## src/rtl/busmatrix_arbiter.sv

```systemverilog
// Round-robin address-phase arbiter for one AHB slave port.
// Holds ownership through bursts, locks and wait states; drives the attribute/data mux selects.
module busmatrix_arbiter #(
  parameter int NUM_MASTERS = 16
) (
  input  logic                   hclk,
  input  logic                   hreset,
  input  logic [NUM_MASTERS-1:0] req,
  input  logic                   hready,
  input  logic [1:0]             htrans_sel,
  input  logic                   hmastlock_sel,
  input  logic                   burst_last_sel,
  output logic [NUM_MASTERS-1:0] addr_sel,
  output logic [NUM_MASTERS-1:0] data_sel,
  output logic                   grant_valid,
  output logic [3:0]             hmaster
);

  localparam int IW = (NUM_MASTERS > 1) ? $clog2(NUM_MASTERS) : 1;

  typedef enum logic {S_IDLE, S_OWNED} state_t;

  state_t                 state_q, state_d;
  logic [NUM_MASTERS-1:0] addr_q, addr_d, data_q, data_d;
  logic [IW-1:0]          ptr_q, ptr_d;
  logic [IW-1:0]          win, idx;
  logic                   win_vld, rearb;

  // The pointer always equals the current owner while OWNED, so one search
  // starting at ptr+1 serves both the IDLE grant and re-arbitration (owner last).
  always_comb begin
    win     = ptr_q;
    win_vld = 1'b0;
    idx     = '0;
    for (int k = NUM_MASTERS; k >= 1; k--) begin
      idx = IW'((int'(ptr_q) + k) % NUM_MASTERS);
      if (req[idx]) begin
        win     = idx;
        win_vld = 1'b1;
      end
    end
  end

  assign rearb = hready && !hmastlock_sel &&
                 ((htrans_sel == 2'b00) || (burst_last_sel && htrans_sel[1]) || !req[ptr_q]);

  always_ff @(posedge hclk) begin
    if (hreset) begin
      state_q <= S_IDLE;
      addr_q  <= '0;
      data_q  <= '0;
      ptr_q   <= IW'(NUM_MASTERS - 1);
    end else begin
      state_q <= state_d;
      addr_q  <= addr_d;
      data_q  <= data_d;
      ptr_q   <= ptr_d;
    end
  end

  always_comb begin
    state_d = state_q;
    addr_d  = addr_q;
    data_d  = data_q;
    ptr_d   = ptr_q;
    if (hready) data_d = htrans_sel[1] ? addr_q : '0;
    case (state_q)
      S_IDLE: begin
        if (win_vld) begin
          state_d     = S_OWNED;
          ptr_d       = win;
          addr_d      = '0;
          addr_d[win] = 1'b1;
        end
      end
      S_OWNED: begin
        if (rearb) begin
          if (win_vld) begin
            ptr_d       = win;
            addr_d      = '0;
            addr_d[win] = 1'b1;
          end else begin
            state_d = S_IDLE;
            addr_d  = '0;
          end
        end
      end
      default: begin
        state_d = S_IDLE;
        addr_d  = '0;
      end
    endcase
  end

  always_comb begin
    grant_valid = |addr_q;
    hmaster     = '0;
    for (int i = 0; i < NUM_MASTERS; i++)
      if (addr_q[i]) hmaster = hmaster | 4'(i);
  end

  assign addr_sel = addr_q;
  assign data_sel = data_q;

endmodule

```

## config.mk

```make
export PLATFORM = sky130hd
export DESIGN_NAME = busmatrix_arbiter
export DESIGN_NICKNAME = d
export VERILOG_FILES = /design/src/rtl/busmatrix_arbiter.sv
export SDC_FILE = /design/constraint.sdc
export NUM_CORES = 1
export LEC_CHECK = 0
export BUFFER_PORTS_ARGS = -buffer_cell sky130_fd_sc_hd__buf_2
export CORE_UTILIZATION = 61
export DETAILED_ROUTE_END_ITERATION = 8
export GPL_ROUTABILITY_DRIVEN = 0
export GPL_TIMING_DRIVEN = 0
export MAX_ROUTING_LAYER = met4
export PLACE_DENSITY = 0.93
export SLEW_MARGIN = 20
export SYNTH_ARGS = -nofsm -noshare
export SYNTH_HDL_FRONTEND = slang
export SYNTH_SLANG_ARGS = --single-unit
```

## constraint.sdc

```tcl
create_clock -name hclk -period 7.6 [get_ports hclk]
set_clock_uncertainty 0.2 [all_clocks]
set_input_delay 1.52 -clock hclk [delete_from_list [all_inputs] [get_ports hclk]]
set_output_delay 1.52 -clock hclk [all_outputs]
set_load 0.02 [all_outputs]
```

==> qor.yml <==
run_status:
  outcome: "finished clean"
clock_network:
  cts.repair.resized: 0
  ctsRootBufferMaster: "clkbuf_8"
  tritoncts: "yes"
  post_cts.repair.setup_buffers: 0
  cts.htree.levels: 2
  hold_buffers: 0
  tritoncts_num_sinks: 37
  clk-insertion-delay-late_ns: 0.29
  clkTransAtPathRegs_ns: 0.07
  clock_tree.buffer_depth: 2
  cts-buffers-inserted: 5
setup_path:
  critPathBufInv: 6
  critical-path-max-stage-delay_ns: 0.56
  path_delay_family: "buffers and inverters"
  path_common_cell: "buf_2"
  cp_cell_sequence: "buf_2 -> buf_6 -> clkbuf_1 -> inv_1 -> ha_1 -> buf_2 -> buf_1 -> mux4_2 -> mux2_4 -> mux2i_4 -> and4bb_1 -> o31ai_1 -> a211oi_2 -> xnor2_2 -> nor3_1 -> a22o_1"
  critPathArrivalTime_ns: 5.84
  worst_setup_path_start_kind: "register"
  timing.critical_path.fanout_max: 10
  cp.required_ns: 7.63
  cp_slowest_cell: "buf_1"
  crit_type: "register to register"
  crit_path_end_kind: "register"
yosys:
  synth_seq_cells: 37
  synth_nets: 445
  synthesis.area_per_instance_um2: 9.12
  biggest_area_consumer_among_synthesized_cells: "dfxtp_1"
  asyncSetResetFlopFracSynth_pct: 0
  synth-edff-count: 0
  synthFlopType: "dfxtp_1"
  netlist.area_leader.share_pct: 19.6
  synthCells: 415
  yosys.cell_count.top_type: "dfxtp_1"
  yosysWarnings: 0
  yosys-top-cells-area: "dfxtp_1 20%, mux4_2 14%, mux2i_1 7.4%, nand3_1 3.7%, nand2b_1 3.6%"
  synth.top_cells.by_count: "37 x dfxtp_1, 28 x mux2i_1, 28 x nand3_1"
  synth_cell_type_count: 72
  mappedNetlistArea_um2: 3780
  ys_seq_area_share_pct: 19.6
routing:
  vias: 4048
  avg_vias_per_cell: 7.29
  count_of_routing_violations_after_the_opening_detailed_route_iteration: 577
  drt_drc_violations_left: 0
  detail_route.wirelength_mm: 11.5
  average_wire_length_per_cell_after_detail_routing_um: 20.6
  drt_first_pass_iters: 7
  antenna_violating_nets_left: 0
timing:
  hold_viol_final: 0
  timing.setup.tns_ns: 0
  worst_slew_pin_slew_ns: 1.09
  rsz_0062_raised_after_global_routing: "no"
  timing.slew.headroom_pct: 27.0
  fin_worst_hold_slack_ns: 0.264
  timing.final.crit_share_pct: 76.4
  report.final.slew_viol_count: 0
  min_period_ns: 5.81
  max_freq_mhz: 172
  finalSetupViolCount: 0
die:
  initial_utilization_pct: 63.6
  design.portCount: 60
  placeableCoreArea_um2: 5960
  floorplan.die.height_um: 80.8
  die-width_um: 80.8
  row_count: 28
  die-area_um2: 6520
cells_and_area:
  areaGrowthSynthToFinish_pct: 12.4
  final-seq-area_um2: 741
  final_net_count: 510
  insertedDiodeCount: 0
  post_route_cells_drive_above_1_share_pct: 26.3
  fillerInstances: 408
  post-route-util_pct: 71.4
  multi_input_gate_area_um2: 2850
  finish.instance_area_um2: 4260
grt:
  grt_overflow_total: 0
  globalRouteMet2Util_pct: 54.5
  grt_pass1_wl_mm: 18.0
  globalRouteMet3Util_pct: 7.30
  grt_max_degree: 11
  grtUsageTotal_pct: 37.3
  antenna_found_initial: 0
  via_count_of_the_first_global_routing_pass: 3686
  global_route.peak_usage_layer: "met2"
  grt.met1_usage_pct: 48.8
place:
  place.port_buffers: 58
  hpwlAfterDp_mm: 8.72
  placed_instance_area_um2: 4170
flow_run:
  drv.max_cap_violation_count: 0
worst_hold_path:
  worst_hold_path_type: "register to register"
-- worst register-to-register path: stages, from the launching register on --
cell	delay, ns
dfxtp_1	0.39
buf_2	0.26
buf_6	0.19
clkbuf_1	0.45
inv_1	0.37
ha_1	0.38
buf_2	0.21
buf_1	0.57
mux4_2	0.44
mux2_4	0.32
mux2i_4	0.30
and4bb_1	0.30
o31ai_1	0.10
a211oi_2	0.38
xnor2_2	0.15
nor3_1	0.51
a22o_1	0.23
-- logic make-up after synthesis --
group,share of synthesized area (%)
and+or+nand+nor,21.2
DFF,19.6
muxes,26.7
xor gates and xnor gates,2.98
buffers and inverters,5.19
AOI/OAI and AO/OA,22.0
adders and majority gates,2.31
-- sequential cells by signal (all words and copies together) (netlist names) --
register  flops
addr_sel     16
data_sel     16
ptr_q         4
state_q       1
-- stage by stage --
stage | setup slack (ns) | cells
floorplan | 3.22 | 415
global placement | 2.18 | 548
detailed placement | 2.06 | 548
CTS | 1.97 | 555
global route | 1.56 | 555
finish | 1.79 | 555
-- per-layer routing --
metal / wire [um] / part of all wire, %
met4: 664 / 5.8
met1: 4360 / 38
met2: 5030 / 44
met5: 0 / 0
met3: 1400 / 12
-- worst paths after layout --
kind                              startpoint           end  slack, ns  depth (start not counted)
worst max-delay path                ptr_q[1]   addr_sel[8]       1.79                         16
worst min-delay path            data_sel[10]  data_sel[10]       0.26                          2
worst min register to register  data_sel[10]  data_sel[10]       0.26                          2
worst max register to register      ptr_q[1]   addr_sel[8]       1.79                         16
-- layout by cell type, fill, tap and decap left out, drive strengths merged, types with 3 or more instances in the layout --
cell type	count
a211oi	7
a21boi	4
a21oi	25
a221oi	3
a22o	8
a22oi	3
a31oi	5
a32oi	3
and2	6
buf	73
clkbuf	18
dfxtp	37
ha	7
inv	10
mux2	12
mux2i	29
mux4	25
nand2	27
nand2b	22
nand3	28
nand3b	4
nand4	7
nor2	18
nor2b	7
nor3	8
nor4	9
o211ai	6
o21a	3
o21ai	13
o22ai	6
o2bb2ai	8
o311ai	3
xnor2	6
xor2	6
-- area by class of cell --
| type | instances | area share, % |
|---|---|---|
| Clock buffer | 7 | 2.03 |
| Multi-Input combinational cell | 341 | 66.9 |
| Inverter | 11 | 0.970 |
| Tap cell | 75 | 2.21 |
| Timing Repair Buffer | 58 | 6.82 |
| Buffer | 26 | 3.65 |
| Sequential cell | 37 | 17.4 |
Power is not shown: default switching activity piles up to over one toggle a cycle in this logic, so the estimate is an artifact.
